`src/rtl/hub75_rx_if.sv`:
```
// Framebuffer pixel-write port produced by the HUB75 receiver.
// master drives pixel writes, slave is the framebuffer that accepts them.
interface hub75_rx_if;
    logic       wr_valid;
    logic       wr_ready;
    logic [4:0] wr_row;
    logic [5:0] wr_col;
    logic [2:0] wr_rgb;

    modport master (output wr_valid, wr_row, wr_col, wr_rgb, input wr_ready);
    modport slave  (input wr_valid, wr_row, wr_col, wr_rgb, output wr_ready);
endinterface

```
`src/rtl/hub75_rx.sv`:
```
// HUB75 receive-side capture: rebuilds latched line pairs as framebuffer pixel writes.
// Optional OE-low intensity measurement is enabled with `define HUB75_RX_OE_MEAS_EN.
module hub75_rx #(
    parameter int PIXEL_COLUMNS = 64,
    parameter int PIXEL_LINES   = 16,
    parameter int OE_CNT_W      = 16
) (
    input  logic                clk,
    input  logic                rst,
    input  logic                hub_clk,
    input  logic                hub_lat,
    input  logic                hub_oe,
    input  logic [3:0]          hub_addr,
    input  logic [2:0]          hub_rgb0,
    input  logic [2:0]          hub_rgb1,
    hub75_rx_if.master          wr,
    output logic                frame_done,
    output logic                len_err,
    output logic                overrun,
    output logic [OE_CNT_W-1:0] oe_low_cnt
);

    localparam int SH_W = PIXEL_COLUMNS * 6;
    localparam int B_CLK = 10;
    localparam int B_LAT = 11;
    localparam int B_OE  = 12;
    // Packed as {oe, lat, clk, addr, rgb1, rgb0}; idle levels clk=1, lat=0, oe=1.
    localparam logic [12:0] SYNC_PRESET = 13'b1_0_1_0000_000_000;
    localparam logic [5:0]  COL_LAST    = 6'(PIXEL_COLUMNS - 1);

    typedef enum logic [1:0] {IDLE, TOP, BOT} state_t;

    logic [12:0]     s1_q, s2_q, s3_q;
    logic            clk_rise_q, lat_rise_q;
    logic [SH_W-1:0] sh_q, sh_next, line_q;
    logic [6:0]      cnt_q, cnt_next;
    logic [3:0]      addr_q;
    logic [5:0]      col_q, col_n;
    state_t          state_q, state_n;
    logic            armed_q, frame_q, frame_n;
    logic            len_err_q, overrun_q;
    logic            commit, valid, xfer;
    logic [5:0]      ent;

    always_ff @(posedge clk) begin
        if (!rst) begin
            s1_q       <= SYNC_PRESET;
            s2_q       <= SYNC_PRESET;
            s3_q       <= SYNC_PRESET;
            clk_rise_q <= 1'b0;
            lat_rise_q <= 1'b0;
        end else begin
            s1_q       <= {hub_oe, hub_lat, hub_clk, hub_addr, hub_rgb1, hub_rgb0};
            s2_q       <= s1_q;
            s3_q       <= s2_q;
            clk_rise_q <= s2_q[B_CLK] & ~s3_q[B_CLK];
            lat_rise_q <= s2_q[B_LAT] & ~s3_q[B_LAT];
        end
    end

    // Edge pulses are registered, so s3_q holds the data that was current at the edge.
    always_comb begin
        sh_next  = sh_q;
        cnt_next = cnt_q;
        if (clk_rise_q) begin
            sh_next = {sh_q[SH_W-7:0], s3_q[5:0]};
            if (cnt_q != 7'd127)
                cnt_next = cnt_q + 7'd1;
        end
    end

    assign commit = lat_rise_q && (state_q == IDLE);

    always_ff @(posedge clk) begin
        sh_q <= sh_next;
        if (commit)
            line_q <= sh_next;
    end

    always_ff @(posedge clk) begin
        if (!rst) begin
            cnt_q     <= '0;
            len_err_q <= 1'b0;
            overrun_q <= 1'b0;
            addr_q    <= '0;
        end else if (lat_rise_q) begin
            cnt_q <= '0;
            if (cnt_next != 7'(PIXEL_COLUMNS))
                len_err_q <= 1'b1;
            if (state_q != IDLE)
                overrun_q <= 1'b1;
            if (commit)
                addr_q <= s3_q[9:6];
        end else begin
            cnt_q <= cnt_next;
        end
    end

    always_ff @(posedge clk) begin
        if (!rst) begin
            state_q <= IDLE;
            col_q   <= '0;
            armed_q <= 1'b0;
            frame_q <= 1'b0;
        end else begin
            state_q <= state_n;
            col_q   <= col_n;
            armed_q <= (state_q != IDLE);
            frame_q <= frame_n;
        end
    end

    // armed_q delays wr_valid by one cycle after the commit that leaves IDLE.
    assign valid = armed_q && (state_q != IDLE);
    assign xfer  = valid && wr.wr_ready;

    always_comb begin
        state_n = state_q;
        col_n   = col_q;
        frame_n = 1'b0;
        case (state_q)
            IDLE: begin
                if (commit) begin
                    state_n = TOP;
                    col_n   = '0;
                end
            end
            TOP: begin
                if (xfer) begin
                    if (col_q == COL_LAST) begin
                        state_n = BOT;
                        col_n   = '0;
                    end else begin
                        col_n = col_q + 6'd1;
                    end
                end
            end
            BOT: begin
                if (xfer) begin
                    if (col_q == COL_LAST) begin
                        state_n = IDLE;
                        col_n   = '0;
                        frame_n = (addr_q == 4'(PIXEL_LINES - 1));
                    end else begin
                        col_n = col_q + 6'd1;
                    end
                end
            end
            default: begin
                state_n = IDLE;
                col_n   = '0;
            end
        endcase
    end

    assign ent = line_q[int'(col_q) * 6 +: 6];

    always_comb begin
        wr.wr_valid = valid;
        wr.wr_row   = '0;
        wr.wr_col   = '0;
        wr.wr_rgb   = '0;
        if (valid) begin
            wr.wr_col = col_q;
            if (state_q == TOP) begin
                wr.wr_row = {1'b0, addr_q};
                wr.wr_rgb = ent[2:0];
            end else begin
                wr.wr_row = {1'b0, addr_q} + 5'(PIXEL_LINES);
                wr.wr_rgb = ent[5:3];
            end
        end
    end

    assign frame_done = frame_q;
    assign len_err    = len_err_q;
    assign overrun    = overrun_q;

`ifdef HUB75_RX_OE_MEAS_EN
    logic [OE_CNT_W-1:0] oe_cnt_q, oe_low_q;

    // Restarts on every latch edge, accepted or dropped.
    always_ff @(posedge clk) begin
        if (!rst) begin
            oe_cnt_q <= '0;
            oe_low_q <= '0;
        end else if (lat_rise_q) begin
            oe_low_q <= oe_cnt_q;
            oe_cnt_q <= '0;
        end else if (!s2_q[B_OE] && (oe_cnt_q != {OE_CNT_W{1'b1}})) begin
            oe_cnt_q <= oe_cnt_q + 1'b1;
        end
    end

    assign oe_low_cnt = oe_low_q;
`else
    assign oe_low_cnt = '0;
`endif

endmodule

```
`src/flat_wrapper.sv`:
```
// flat-port wrapper written by rule: the top's interface ports become plain ports
module hub75_rx_flat 
#(
    parameter int PIXEL_COLUMNS = 64,
    parameter int PIXEL_LINES   = 16,
    parameter int OE_CNT_W      = 16
)
  (clk, rst, hub_clk, hub_lat, hub_oe, hub_addr, hub_rgb0, hub_rgb1, frame_done, len_err, overrun, oe_low_cnt, wr_wr_valid, wr_wr_row, wr_wr_col, wr_wr_rgb, wr_wr_ready);
  hub75_rx_if wr_i ();
  input  logic clk;
  input  logic rst;
  input  logic hub_clk;
  input  logic hub_lat;
  input  logic hub_oe;
  input  logic [3:0] hub_addr;
  input  logic [2:0] hub_rgb0;
  input  logic [2:0] hub_rgb1;
  output logic frame_done;
  output logic len_err;
  output logic overrun;
  output logic [OE_CNT_W-1:0] oe_low_cnt;
  output wire logic [$bits(wr_i.wr_valid)-1:0] wr_wr_valid;
  output wire logic [$bits(wr_i.wr_row)-1:0] wr_wr_row;
  output wire logic [$bits(wr_i.wr_col)-1:0] wr_wr_col;
  output wire logic [$bits(wr_i.wr_rgb)-1:0] wr_wr_rgb;
  input wire logic [$bits(wr_i.wr_ready)-1:0] wr_wr_ready;
  assign wr_wr_valid = wr_i.wr_valid;
  assign wr_wr_row = wr_i.wr_row;
  assign wr_wr_col = wr_i.wr_col;
  assign wr_wr_rgb = wr_i.wr_rgb;
  assign wr_i.wr_ready = wr_wr_ready;
  hub75_rx #(.PIXEL_COLUMNS(PIXEL_COLUMNS), .PIXEL_LINES(PIXEL_LINES), .OE_CNT_W(OE_CNT_W)) u_core (.clk(clk), .rst(rst), .hub_clk(hub_clk), .hub_lat(hub_lat), .hub_oe(hub_oe), .hub_addr(hub_addr), .hub_rgb0(hub_rgb0), .hub_rgb1(hub_rgb1), .wr(wr_i), .frame_done(frame_done), .len_err(len_err), .overrun(overrun), .oe_low_cnt(oe_low_cnt));
endmodule
```
`config.mk`:
```
export PLATFORM = sky130hd
export DESIGN_NAME = hub75_rx_flat
export DESIGN_NICKNAME = d
export VERILOG_FILES = /design/src/rtl/hub75_rx_if.sv /design/src/rtl/hub75_rx.sv /design/src/flat_wrapper.sv
export SDC_FILE = /design/constraint.sdc
export NUM_CORES = 1
export LEC_CHECK = 0
export CAP_MARGIN = 20
export CORE_ASPECT_RATIO = 0.7
export CORE_MARGIN = 3
export CORE_UTILIZATION = 45
export DETAILED_ROUTE_END_ITERATION = 8
export HOLD_SLACK_MARGIN = 0.15
export SLEW_MARGIN = 30
export SYNTH_ARGS = -nofsm -noshare
export SYNTH_HDL_FRONTEND = slang
export SYNTH_SLANG_ARGS = --single-unit
```
`constraint.sdc`:
```
create_clock -name clk -period 18.4 [get_ports clk]
set_input_delay 1.84 -clock clk [delete_from_list [all_inputs] [get_ports clk]]
set_output_delay 1.84 -clock clk [all_outputs]
set_load 0.01 [all_outputs]
```
==> results of run 1 <==
## power groups by stage
stage / clock network, mW / registers (mW) / logic, mW
after floorplan: 0 / 1.99 / 0.0336
after global placement: 0 / 1.99 / 0.0419
after detailed placement: 0 / 1.99 / 0.0424
after CTS: 1.59 / 1.95 / 0.0427
after global routing: 1.66 / 1.95 / 0.0462
final: 1.54 / 1.95 / 0.0420
## routing by layer
layer	vias to the layer above	global-route usage [%]	part of all wire, %
li1	6661	-	-
met1	7024	21.9	51
met2	169	22.6	43
met3	82	2.84	3.3
met4	2	4.50	2.1
met5	-	0	0.034
## worst max-delay path by stage
stage / start / to / slack [ns] / depth (start not counted)
floorplan: u_core.state_q[0]$_SDFFE_PN0P_ / u_core.line_q[0]$_DFFE_PP_ / 9.48 / 4
global placement: u_core.col_q[1]$_SDFFE_PN0P_ / wr_wr_rgb[1] / 12.40 / 8
detailed placement: u_core.col_q[1]$_SDFFE_PN0P_ / wr_wr_rgb[1] / 12.40 / 8
CTS: u_core.col_q[2]$_SDFFE_PN0P_ / wr_wr_rgb[0] / 11.72 / 8
global route: u_core.col_q[1]$_SDFFE_PN0P_ / wr_wr_rgb[1] / 11.55 / 8
finish: u_core.col_q[1]$_SDFFE_PN0P_ / wr_wr_rgb[1] / 11.89 / 8
## sequential cells by signal, indices dropped and copies added, names as in the netlist
register / count
u_core.cnt_q: 7
u_core.sh_q: 384
u_core.len_err: 1
u_core.addr_q: 4
u_core.col_q: 6
u_core.s2_q: 12
u_core.armed_q: 1
u_core.state_q: 2
u_core.clk_rise_q: 1
u_core.frame_done: 1
u_core.s3_q: 12
u_core.s1_q: 12
u_core.line_q: 384
u_core.overrun: 1
u_core.lat_rise_q: 1
## critical path, stage by stage (launching register included)
cell,delay [ns]
dfxtp_4,0.54
buf_4,0.61
buf_4,0.73
mux4_2,0.61
o221ai_1,0.33
nor2_1,0.11
nor4_2,0.26
nand3_1,0.25
clkdlybuf4s50_1,0.55
## cells in the final DEF, fill, tap and decap left out, types with 5 or more instances in the layout
master	n
dfxtp_1	440
nor2_1	26
clkbuf_1	20
xor2_1	6
mux4_2	70
clkbuf_8	10
and2_1	46
inv_1	8
nor3b_1	5
clkbuf_16	80
nand3_1	15
nand2_1	32
buf_4	10
mux2_2	397
a22oi_1	8
nor2b_1	8
o22ai_1	6
nand4_1	10
clkdlybuf4s50_1	32
o21ai_0	8
nand2b_1	9
clkinv_2	12
o211ai_1	7
edfxtp_1	384
ha_1	5
clkinv_1	5
conb_1	16
a21boi_0	6
nor3_1	8
a21oi_1	9
mux2i_1	60
## cell type report
| type | instances | area, µm² | area share [%] |
|---|---|---|---|
| Tap cell | 869 | 1090 | 3.29 |
| Multi-Input combinational cell | 821 | 8520 | 25.8 |
| Clock buffer | 110 | 2210 | 6.69 |
| Sequential cell | 829 | 20500 | 61.8 |
| Timing Repair Buffer | 49 | 508 | 1.54 |
| Clock inverter | 29 | 255 | 0.772 |
| Inverter | 9 | 41.3 | 0.125 |
## kinds of logic after synthesis
kind of cell | count (synthesis) | share of synthesized area (%)
AOI/OAI and AO/OA | 75 | 1.80
xor gates and xnor gates | 8 | 0.238
adders and majority gates | 5 | 0.212
buffers and inverters | 115 | 2.02
DFF | 829 | 69.3
muxes | 535 | 23.0
other | 1 | 0.0127
and+or+nand+nor | 182 | 3.41
==> results.txt, run 1 <==
Status -> complete, no violations
Clock Latency Late Sink -> 0.62 ns
Clk buf depth -> 3
Setup crit end kind -> output pin
Post-Synthesis Cells -> 1750
Share of the synthesized area in the top cell type -> 39.1%
Register area share after synthesis -> 69.3%
Clock Skew -> 0.0190 ns
Clk root buf -> clkbuf_16
Hold path depth -> 1
Share of cells above drive strength 1 -> 33.0%
Post CTS Setup Buffer Count -> 0
Hold-fix buffers, CTS -> 0
CTS buffer count -> 76
Max Cap Viol -> 0
Period minus WS final -> 6.51 ns
Syn Area/Cell -> 16.9 µm²
# rows -> 77
Final TNS setup -> 0 ns
Fin crit share -> 35.4%
Setup crit start kind -> flop
Routed len/inst -> 18.5 µm
Global-route wire length before repair -> 80.9 mm
DP Wirelength -> 29.3 mm
Ant diodes -> 0
Largest net degree at the start of global routing -> 179
Via density -> 5.13
Most common library cells after synthesis -> dfxtp_1, mux2_2, edfxtp_1
Hold Slack -> 0.371 ns
Pwr Density -> 107 mW/mm²
Hold_sp -> u_core.s3_q[10]$_SDFF_PN1_
Crit path kind -> flop to output pin
Layout Utilization -> 51.7%
Static leakage -> 11.4 nW
DR DRC count -> 0
Data required, critical path -> 16.56 ns
Layout area overhead -> 12.1%
Core area -> 0.0640 mm²
Die X -> 312 µm
Slew headroom -> 39.2%
Yosys cell types -> 61
Worst Path Max Fanout -> 43
Vias in the first global route -> 14600
Mapped Area -> 0.0295 mm²
Reg power frac -> 55.1%
Top post-synthesis cells by area -> edfxtp_1, dfxtp_1, mux2_2, mux4_2, mux2i_1
TritonCTS clock tree -> done
Final WS setup -> 11.89 ns
Post-synth EDFFs -> 384
Final instance area -> 0.0331 mm²
Fin. Hold Viols -> 0
Pre-CTS setup slack -> 12.40 ns
Total design power -> 3.53 mW
GRT overflow -> 0
Clock tree sinks -> 829
Ys async rst share -> 0%
Filler instances -> 5233
Die area -> 0.0687 mm²
Switching portion of total power -> 19.6%
Clock slew at reported path FFs -> 0.06 ns
Synth area leader -> edfxtp_1
Synthesized flop and latch total -> 829
Via count -> 13900
Hold crit path type -> flop to flop
Port bufs -> 32
Non-Filler Instances -> 2716
Arr. time, crit path -> 4.67 ns
# nets final -> 1807
FMAX -> 154 MHz
Yosys warns -> 0
Iteration count of the initial detailed-routing pass -> 5
R2r worst-path depth -> 7
Post-Route WL -> 50.4 mm
Power share of the clock group -> 43.7%
Routability Congestion -> 0.720
Post-route ant nets -> 0
Placed cell areas -> 0.0306 mm²
Top FF cell, synth -> dfxtp_1
Initial Utilization -> 46.1%
Hold endpoint -> u_core.clk_rise_q$_SDFF_PN0_
Drt first-iter violations -> 869
H-Tree Depth -> 3
Pins Over Slew Limit -> 0
R2R Path End -> u_core.line_q[26]$_DFFE_PP_
Post-CTS sizing -> 0
Initial antenna violation count -> 2
GRT Overall Usage -> 14.9%
I/O Pins -> 50
Combinational Power Share -> 1.2%
Final Setup Violations -> 0
RSZ-0062 raised after global routing -> false
Int Pwr -> 2.84 mW
Count leader, synth -> dfxtp_1
Die Y -> 220 µm
Worst R2R Setup Slack -> 14.17 ns
Psw -> 691 µW
Peak VDD IR -> 0.0662 mV
Worst slew pin tran -> 0.910 ns
RR Startpoint -> u_core.state_q[0]$_SDFFE_PN0P_
DP Cell Count -> 2575
No activity file was read; power rests on OpenSTA's default activity.
==> run 2: changes to the inputs <==
clock period = 5.2 ns   (was 18.4 ns; I/O delays follow)
==> results.txt, run 2 (synthesis results as in run 1) <==
Status -> complete, no violations
Hold_sp -> u_core.s3_q[10]$_SDFF_PN1_
Die X -> 312 µm
Clk root buf -> clkbuf_16
Largest registers -> u_core.line_q x384, u_core.sh_q x384
Drt first-iter violations -> 902
CTS buffer count -> 77
Routed len/inst -> 18.4 µm
Slew headroom -> 41.7%
Die area -> 0.0687 mm²
Fin crit share -> 87.8%
Vias in the first global route -> 14600
Worst slew pin tran -> 0.875 ns
Reg power frac -> 55.2%
DR DRC count -> 0
Final Setup Violations -> 0
Via density -> 5.11
Crit path kind -> flop to output pin
Layout Utilization -> 51.9%
Combinational Power Share -> 1.2%
Clock tree sinks -> 829
Core area -> 0.0640 mm²
Fin. Hold Viols -> 0
Initial antenna violation count -> 1
# nets final -> 1819
Post-Route WL -> 50.1 mm
Initial Utilization -> 46.1%
Max Cap Viol -> 0
M3 GR Usage -> 2.89%
Largest net degree at the start of global routing -> 157
Post CTS Setup Buffer Count -> 0
Hold Slack -> 0.383 ns
Met2 usage -> 22.8%
Int Pwr -> 10.0 mW
Clock Skew -> 0.0258 ns
DP Wirelength -> 29.9 mm
Period minus WS final -> 4.57 ns
Via count -> 14000
Total design power -> 12.5 mW
GRT overflow -> 0
Hold crit path type -> flop to flop
Setup crit start kind -> flop
RR Startpoint -> u_core.clk_rise_q$_SDFF_PN0_
Worst Path Max Fanout -> 37
Layout area overhead -> 12.5%
Hold-fix buffers, CTS -> 0
Critical Path Start -> u_core.col_q[1]$_SDFFE_PN0P_
TritonCTS clock tree -> done
I/O Pins -> 50
Most common cell after layout, fill and taps aside -> dfxtp_1
Iteration count of the initial detailed-routing pass -> 5
Routability Congestion -> 0.722
Share of cells above drive strength 1 -> 33.9%
Port bufs -> 32
Psw -> 2.47 mW
Arr. time, crit path -> 4.05 ns
Clock slew at reported path FFs -> 0.06 ns
Setup crit end kind -> output pin
Post-CTS sizing -> 0
Busiest layer in global routing -> met2
RSZ-0062 raised after global routing -> false
Clock Latency Late Sink -> 0.62 ns
Static leakage -> 11.4 nW
Pwr Density -> 376 mW/mm²
Most frequent cells in the layout -> dfxtp_1, mux2_2, edfxtp_1
Data required, critical path -> 4.68 ns
Clk buf depth -> 3
Power share of the clock group -> 43.6%
Die Y -> 220 µm
# rows -> 77
H-Tree Depth -> 3
Global-route wire length before repair -> 80.9 mm
GRT Overall Usage -> 14.8%
Post-route ant nets -> 0
Pins Over Slew Limit -> 0
FMAX -> 219 MHz
Peak VDD IR -> 0.218 mV
Switching portion of total power -> 19.8%
M1 GR Usage -> 21.3%
-- run 2: changes by cell type in the layout (fill, tap and decap cells not counted), sizes merged --
cell,delta
clkbuf,-13
bufinv,+2
buf,+11
diode,+1
inv,-1
clkinv,+8
clkinvlp,+6
-- run 2: power groups by stage --
stage	registers [mW]	logic (mW)	clock network, mW
finish	6.89	0.153	5.45
global route	6.89	0.168	5.87
CTS	6.89	0.154	5.61
detailed placement	7.03	0.153	0
global placement	7.03	0.151	0
floorplan	7.03	0.120	0
-- run 2: per-stage QoR --
step	instances	cell area, µm²	TNS, ns	setup WS, ns
2_1_floorplan	1765	29600	-625.56	-1.62
3_3_place_gp	2587	30700	0	1.21
3_5_place_dp	2587	30700	0	1.20
4_1_cts	2728	33200	0	0.500
5_1_grt	2730	33200	0	0.443
6_report	2730	33200	0	0.633
-- run 2: per-layer routing --
layer,vias up,wire [µm]
met5,-,0
met4,0,1100
met3,92,1550
met2,163,22400
met1,7010,25000
li1,6691,-
-- run 2: worst paths after layout --
path,to,slack (ns),cells past startpoint
min,u_core.clk_rise_q$_SDFF_PN0_,0.38,1
max reg2reg,u_core.line_q[127]$_DFFE_PP_,2.69,3
min reg2reg,u_core.clk_rise_q$_SDFF_PN0_,0.38,1
max,wr_wr_rgb[1],0.63,7
-- run 2: final cells by class --
class | instances | area (µm²)
Fill cell | 5271 | 30800
Sequential cell | 829 | 20500
Multi-Input combinational cell | 821 | 8540
Clock buffer | 97 | 2070
Tap cell | 869 | 1090
Timing Repair Buffer | 60 | 631
Clock inverter | 44 | 372
Inverter | 9 | 37.5
Antenna cell | 1 | 2.50
-- run 2: worst max-delay path, cell delays in order, from the launching register on --
cell and delay [ns]:
dfxtp_4 0.83, buf_4 0.43, mux2_4 0.33, a222oi_1 0.38, a31oi_1 0.14, a32oi_1 0.41
nand3_1 0.31, clkdlybuf4s50_1 0.56
==> run 3: changes to the inputs <==
CTS_CLUSTER_DIAMETER = 200   (was unset)
==> results of run 3 <==
Final layout, timing and power as in run 2 (identical DEF).
